--- src/rtl/freq_range_if.sv ---
// Button-to-control bundle between the debouncer, freq_range_selector and the
// gate-time/display logic. state_dbg mirrors the press FSM for checkers.
interface freq_range_if #(
  parameter int RANGE_W = 2
);
  logic               btn_in;
  logic [RANGE_W-1:0] range_sel;
  logic               range_changed;
  logic               hold;
  logic               long_press;
  logic [1:0]         state_dbg;

  // Handshake: there is no valid/ready here. btn_in is a level, range_sel and
  // hold are levels, and range_changed/long_press are single-cycle strobes with
  // no backpressure, so a sink must sample them every clock or lose them.
  modport master (
    output btn_in,
    input  range_sel,
    input  range_changed,
    input  hold,
    input  long_press,
    input  state_dbg
  );

  modport slave (
    input  btn_in,
    output range_sel,
    output range_changed,
    output hold,
    output long_press,
    output state_dbg
  );
endinterface

--- src/rtl/freq_range_selector.sv ---
// Short press advances the measurement range with wrap-around; long press toggles display hold.
// Optional macro FREQ_RANGE_SYNC_EN adds a two-flop synchronizer on btn_in.
module freq_range_selector #(
  parameter int NUM_RANGES        = 4,
  parameter int LONG_PRESS_CYCLES = 50000000
) (
  input logic        clk,
  input logic        rst_n,
  freq_range_if.slave bus
);
  localparam int RANGE_W = $clog2(NUM_RANGES);
  localparam int CNT_W   = $clog2(LONG_PRESS_CYCLES);

  localparam logic [RANGE_W-1:0] RANGE_MAX = RANGE_W'(NUM_RANGES - 1);
  localparam logic [CNT_W-1:0]   CNT_MAX   = CNT_W'(LONG_PRESS_CYCLES - 1);

  localparam logic [1:0] ST_IDLE      = 2'd0;
  localparam logic [1:0] ST_PRESSED   = 2'd1;
  localparam logic [1:0] ST_LONG_HELD = 2'd2;

  logic btn_s;

`ifdef FREQ_RANGE_SYNC_EN
  logic sync1_q, sync1_d;
  logic sync2_q, sync2_d;

  always_comb begin
    sync1_d = bus.btn_in;
    sync2_d = sync1_q;
  end

  always_ff @(posedge clk or negedge rst_n) begin
    if (!rst_n) begin
      sync1_q <= 1'b0;
      sync2_q <= 1'b0;
    end else begin
      sync1_q <= sync1_d;
      sync2_q <= sync2_d;
    end
  end

  assign btn_s = sync2_q;
`else
  assign btn_s = bus.btn_in;
`endif

  // btn_prev_q is btn_s delayed one clock; reset to 0 so a button still held
  // across reset release reads as a fresh rise and starts a new press.
  logic               btn_prev_q, btn_prev_d;
  logic [1:0]         state_q, state_d;
  logic [CNT_W-1:0]   cnt_q, cnt_d;
  logic [RANGE_W-1:0] range_q, range_d;
  logic               hold_q, hold_d;
  logic               range_chg_q, range_chg_d;
  logic               long_q, long_d;

  logic rise;
  logic fall;
  logic short_press;

  assign rise = btn_s & ~btn_prev_q;
  assign fall = ~btn_s & btn_prev_q;

  always_comb begin
    btn_prev_d  = btn_s;
    state_d     = state_q;
    cnt_d       = cnt_q;
    range_d     = range_q;
    hold_d      = hold_q;
    range_chg_d = 1'b0;
    long_d      = 1'b0;
    short_press = 1'b0;

    case (state_q)
      ST_IDLE: begin
        if (rise) begin
          state_d = ST_PRESSED;
          cnt_d   = '0;
        end
      end

      ST_PRESSED: begin
        if (cnt_q != CNT_MAX) begin
          cnt_d = cnt_q + 1'b1;
        end
        // A release on the threshold edge is checked first, so it stays a short press.
        if (fall) begin
          short_press = 1'b1;
          state_d     = ST_IDLE;
        end else if (cnt_q == CNT_MAX) begin
          hold_d  = ~hold_q;
          long_d  = 1'b1;
          state_d = ST_LONG_HELD;
        end
      end

      ST_LONG_HELD: begin
        if (fall) begin
          state_d = ST_IDLE;
        end
      end

      default: begin
        state_d = ST_IDLE;
      end
    endcase

    if (short_press && !hold_q) begin
      range_d     = (range_q == RANGE_MAX) ? '0 : range_q + 1'b1;
      range_chg_d = 1'b1;
    end
  end

  always_ff @(posedge clk or negedge rst_n) begin
    if (!rst_n) begin
      btn_prev_q  <= 1'b0;
      state_q     <= ST_IDLE;
      cnt_q       <= '0;
      range_q     <= '0;
      hold_q      <= 1'b0;
      range_chg_q <= 1'b0;
      long_q      <= 1'b0;
    end else begin
      btn_prev_q  <= btn_prev_d;
      state_q     <= state_d;
      cnt_q       <= cnt_d;
      range_q     <= range_d;
      hold_q      <= hold_d;
      range_chg_q <= range_chg_d;
      long_q      <= long_d;
    end
  end

  assign bus.range_sel     = range_q;
  assign bus.range_changed = range_chg_q;
  assign bus.hold          = hold_q;
  assign bus.long_press    = long_q;
  assign bus.state_dbg     = state_q;

endmodule

--- src/flat_wrapper.sv ---
// flat-port wrapper written by rule: the top's interface ports become plain ports
module freq_range_selector_flat 
#(
  parameter int NUM_RANGES        = 4,
  parameter int LONG_PRESS_CYCLES = 50000000
)
  (clk, rst_n, bus_btn_in, bus_range_sel, bus_range_changed, bus_hold, bus_long_press, bus_state_dbg);
  freq_range_if #(.RANGE_W((2))) bus_i ();
  input logic clk;
  input logic rst_n;
  input wire logic [$bits(bus_i.btn_in)-1:0] bus_btn_in;
  output wire logic [$bits(bus_i.range_sel)-1:0] bus_range_sel;
  output wire logic [$bits(bus_i.range_changed)-1:0] bus_range_changed;
  output wire logic [$bits(bus_i.hold)-1:0] bus_hold;
  output wire logic [$bits(bus_i.long_press)-1:0] bus_long_press;
  output wire logic [$bits(bus_i.state_dbg)-1:0] bus_state_dbg;
  assign bus_i.btn_in = bus_btn_in;
  assign bus_range_sel = bus_i.range_sel;
  assign bus_range_changed = bus_i.range_changed;
  assign bus_hold = bus_i.hold;
  assign bus_long_press = bus_i.long_press;
  assign bus_state_dbg = bus_i.state_dbg;
  freq_range_selector #(.NUM_RANGES(NUM_RANGES), .LONG_PRESS_CYCLES(LONG_PRESS_CYCLES)) u_core (.clk(clk), .rst_n(rst_n), .bus(bus_i));
endmodule
--- config.mk ---
export PLATFORM = sky130hd
export DESIGN_NAME = freq_range_selector_flat
export DESIGN_NICKNAME = d
export VERILOG_FILES = /design/src/rtl/freq_range_if.sv /design/src/rtl/freq_range_selector.sv /design/src/flat_wrapper.sv
export SDC_FILE = /design/constraint.sdc
export NUM_CORES = 1
export LEC_CHECK = 0
export ABC_AREA = 1
export CORE_MARGIN = 1
export CORE_UTILIZATION = 46
export CTS_BUF_LIST = sky130_fd_sc_hd__clkbuf_8
export DETAILED_ROUTE_END_ITERATION = 7
export GPL_TIMING_DRIVEN = 1
export MAX_ROUTING_LAYER = met4
export PLACE_DENSITY = 0.65
export SLEW_MARGIN = 20
export SYNTH_ARGS = -nofsm -noshare
export SYNTH_HDL_FRONTEND = slang
export SYNTH_SLANG_ARGS = --single-unit
--- constraint.sdc ---
create_clock -name clk -period 3.4 [get_ports clk]
set_clock_uncertainty 0.2 [all_clocks]
set_input_delay 0.85 -clock clk [delete_from_list [all_inputs] [get_ports clk]]
set_output_delay 0.85 -clock clk [all_outputs]
set_load 0.1 [all_outputs]
==> Flow_metrics.wiki <==
{| class="wikitable"
! Metric !! Value
|-
| Clock slew at reported path FFs || 0.07 ns
|-
| Total DRC errors in the routed layout || 0
|-
| Post-synth cell types || 29
|-
| Critical-path maximum fanout || 24
|-
| Buffers on Ports || 9
|-
| RSZ-0062 raised after global routing || false
|-
| Seq/Total Area, Yosys || between 40% and 50%
|-
| Gates resized, CTS repair || 0
|-
| Total overflow reported by the global router || 0
|-
| Clock root buffer || sky130_fd_sc_hd__clkbuf_8
|-
| Seq cells post-synth || 34
|-
| Worst Max-Slew Pin Slew || between 0.6 and 0.7 ns
|-
| Largest net degree at the start of global routing || 35
|-
| Vias in the first global route || ~1.9k
|-
| Post-place setup slack || 0.7045 ns
|-
| CTS Buf Count || 5
|-
| Ys Warns || 0
|-
| Period utilization || approximately 72%
|-
| Worst skew pair latency || slightly below 0.3 ns
|-
| Setup-violating endpoint count in the final report || 0
|-
| Footprint of the flip-flops and latches || approximately 850 sq um
|-
| Power Dens Cells || between 400 and 500 nW/um^2
|-
| TritonCTS clock tree || built
|-
| Antenna violations before repair || 0
|-
| Number of buffers added for setup after CTS || 0
|-
| Final RePlAce weighted congestion || 0.9088
|-
| Startpoint Class || flop
|-
| Setup Crit Path Kind || flop to flop
|-
| Worst slew margin relative to its limit || between 50% and 60%
|-
| Overall routing resource usage || 23.69%
|-
| DRT iter0 DRCs || ~120
|-
| Total number of clock tree sinks || 34
|-
| Floorplan die area || ~4900 sq um
|-
| Area growth from synthesis to final layout || 9.450%
|-
| DP HPWL || 3568 um
|-
| Smallest hold slack || just over 0.3 ns
|-
| Maximum Capacitance Violations || 0
|-
| Floorplan die width || roughly 70 um
|-
| Std-Cell Core Area || 4384 sq um
|-
| Max Root-Sink Buffers || 2
|-
| Combined area of all synthesized cells || about 2100 sq um
|-
| Routed length per placed instance || around 13 um
|-
| Worst hold path class || flop to flop
|-
| Final standard cell count with taps included and fillers excluded || 370
|-
| CP required || approximately 3.4 ns
|-
| Multi-input gate area || about 1100 sq um
|-
| Worst setup EP type || flop
|-
| Worst Path Arrival || roughly 2.4 ns
|-
| Count of mapped cells out of synthesis || 304
|-
| Tot Pwr || slightly above 1 mW
|-
| Final Routed Wirelength || slightly below 5000 um
|-
| DR vias/cell || approximately 5.1
|-
| Sum of negative setup slack || 0 ns
|-
| Commonest cells after routing, fill and taps aside || sky130_fd_sc_hd__nand2_1 (100), sky130_fd_sc_hd__nor2_1 (54), sky130_fd_sc_hd__dfrtp_1 (34)
|-
| Synthesized net count || 309
|-
| Count of standard-cell rows || 24
|-
| Run status || finished, final reports clean
|-
| Pleak || a little under 1 nW
|-
| Share of post-route cells with drive strength above 1 || about a tenth
|-
| Maximum ir drop on the vdd rail || between 200 and 250 uV
|-
| Hold buffers post-CTS || 0
|-
| First-pass GRT wire length || just under 9000 um
|-
| Avg Inst Size Synth || ~7 sq um
|-
| Count of endpoints failing hold in the final timing report || 0
|-
| Filler instances || about 460
|-
| Starting density of the core || 48.32%
|-
| Detail Route Antenna Nets || 0
|-
| Overall via count from detail_route || ~1.9k
|-
| # H-tree levels || 2
|-
| Most common cell after layout, fill and taps aside || sky130_fd_sc_hd__nand2_1
|-
| Top Ports || 10
|-
| Placed instance count || 362
|-
| Detailed Routing Iterations Pass 1 || 4
|-
| Area post-placement || 2223 sq um
|-
| Maximum clock frequency || roughly 400 MHz
|-
| Die boundary height || around 70 um
|-
| Final worst slack || approximately 0.96 ns
|-
| Count of pins over their slew limit || 0
|-
| Post-route cell area || 2318 sq um
|-
| Utilization after layout || 52.88%
|-
| Final-stage net count || approximately 320
|-
| Period minus WS final || ~2.4 ns
|-
| Number of antenna diodes || 0
|}
[worst paths after layout]
kind / start / to / slack [ns] / cells after the start
min in group asynchronous: rst_n / u_core.bus.hold / 0.79 / 2
worst max-delay path: u_core.cnt_q[0] / u_core.cnt_q[25] / 0.96 / 8
worst min-delay path: u_core.bus.hold / u_core.bus.hold / 0.30 / 1
max in group asynchronous: rst_n / u_core.cnt_q[23] / 1.90 / 2
worst max register to register: u_core.cnt_q[0] / u_core.cnt_q[25] / 0.96 / 8
worst min register to register: u_core.bus.hold / u_core.bus.hold / 0.30 / 1
[logic make-up after synthesis]
family                     share of synthesized area [%]
adders and majority gates                          1.181
muxes                                             0.5316
DFF                                                40.17
buffers and inverters                              7.028
and+or+nand+nor                                    39.69
xor gates and xnor gates                           4.962
AOI/OAI and AO/OA                                  6.439
[state kept, by name (all words and copies together), names as in the netlist]
name / cells
u_core.btn_prev_q: 1
u_core.bus.range_changed: 1
u_core.bus.state_dbg: 2
u_core.bus.range_sel: 2
u_core.bus.hold: 1
u_core.bus.long_press: 1
u_core.cnt_q: 26
[layer usage]
layer	part of all wire, %	GRT usage, %
met1	51	31.60
met2	45	36.54
met3	3.1	3.752
met4	1.7	8.667
met5	0	-
[cells in the mapped netlist, drive strengths merged]
cell / instances / area, sq um
a21oi: 1 / 16.27
nand4: 4 / 25.02
nor3: 4 / 20.02
nor4: 1 / 6.260
nand2: 102 / 387.9
xnor2: 4 / 35.03
inv: 25 / 93.84
or2: 1 / 6.260
o22ai: 1 / 6.260
clkbuf: 2 / 17.51
o21a: 1 / 7.510
xor2: 8 / 70.07
nor2: 56 / 215.2
nor3b: 1 / 7.510
buf: 4 / 37.53
nand3b: 1 / 7.510
o21ai: 19 / 106.4
nand3: 32 / 165.2
dfrtp: 34 / 850.8
mux2: 1 / 11.26
ha: 2 / 25.02
[worst max-delay path: stages (launching register included)]
cell                      delay (ns)
sky130_fd_sc_hd__dfrtp_1        0.41
sky130_fd_sc_hd__ha_1           0.30
sky130_fd_sc_hd__nand3_2        0.17
sky130_fd_sc_hd__inv_2          0.15
sky130_fd_sc_hd__nand2_1        0.08
sky130_fd_sc_hd__nor2_2         0.11
sky130_fd_sc_hd__nand2_2        0.10
sky130_fd_sc_hd__a21oi_4        0.56
sky130_fd_sc_hd__o21ai_0        0.19
[power breakdown]
part | switching (mW) | leakage (nW) | internal (mW) | total, mW
combinational | 0.200 | 0.453 | 0.0604 | 0.261
sequential | 0.0298 | 0.465 | 0.432 | 0.462
clock | 0.153 | 0.0472 | 0.163 | 0.316
[final cells by class]
class	instances	share of cell area [%]
multi-input combinational	239	48.25
sequential	34	36.70
timing repair buffer	12	4.101
inverter	25	4.047
clock buffer	6	3.562
tap	52	2.806
clock inverter	2	0.5397
Note: power is estimated with default switching activity, not from simulation.
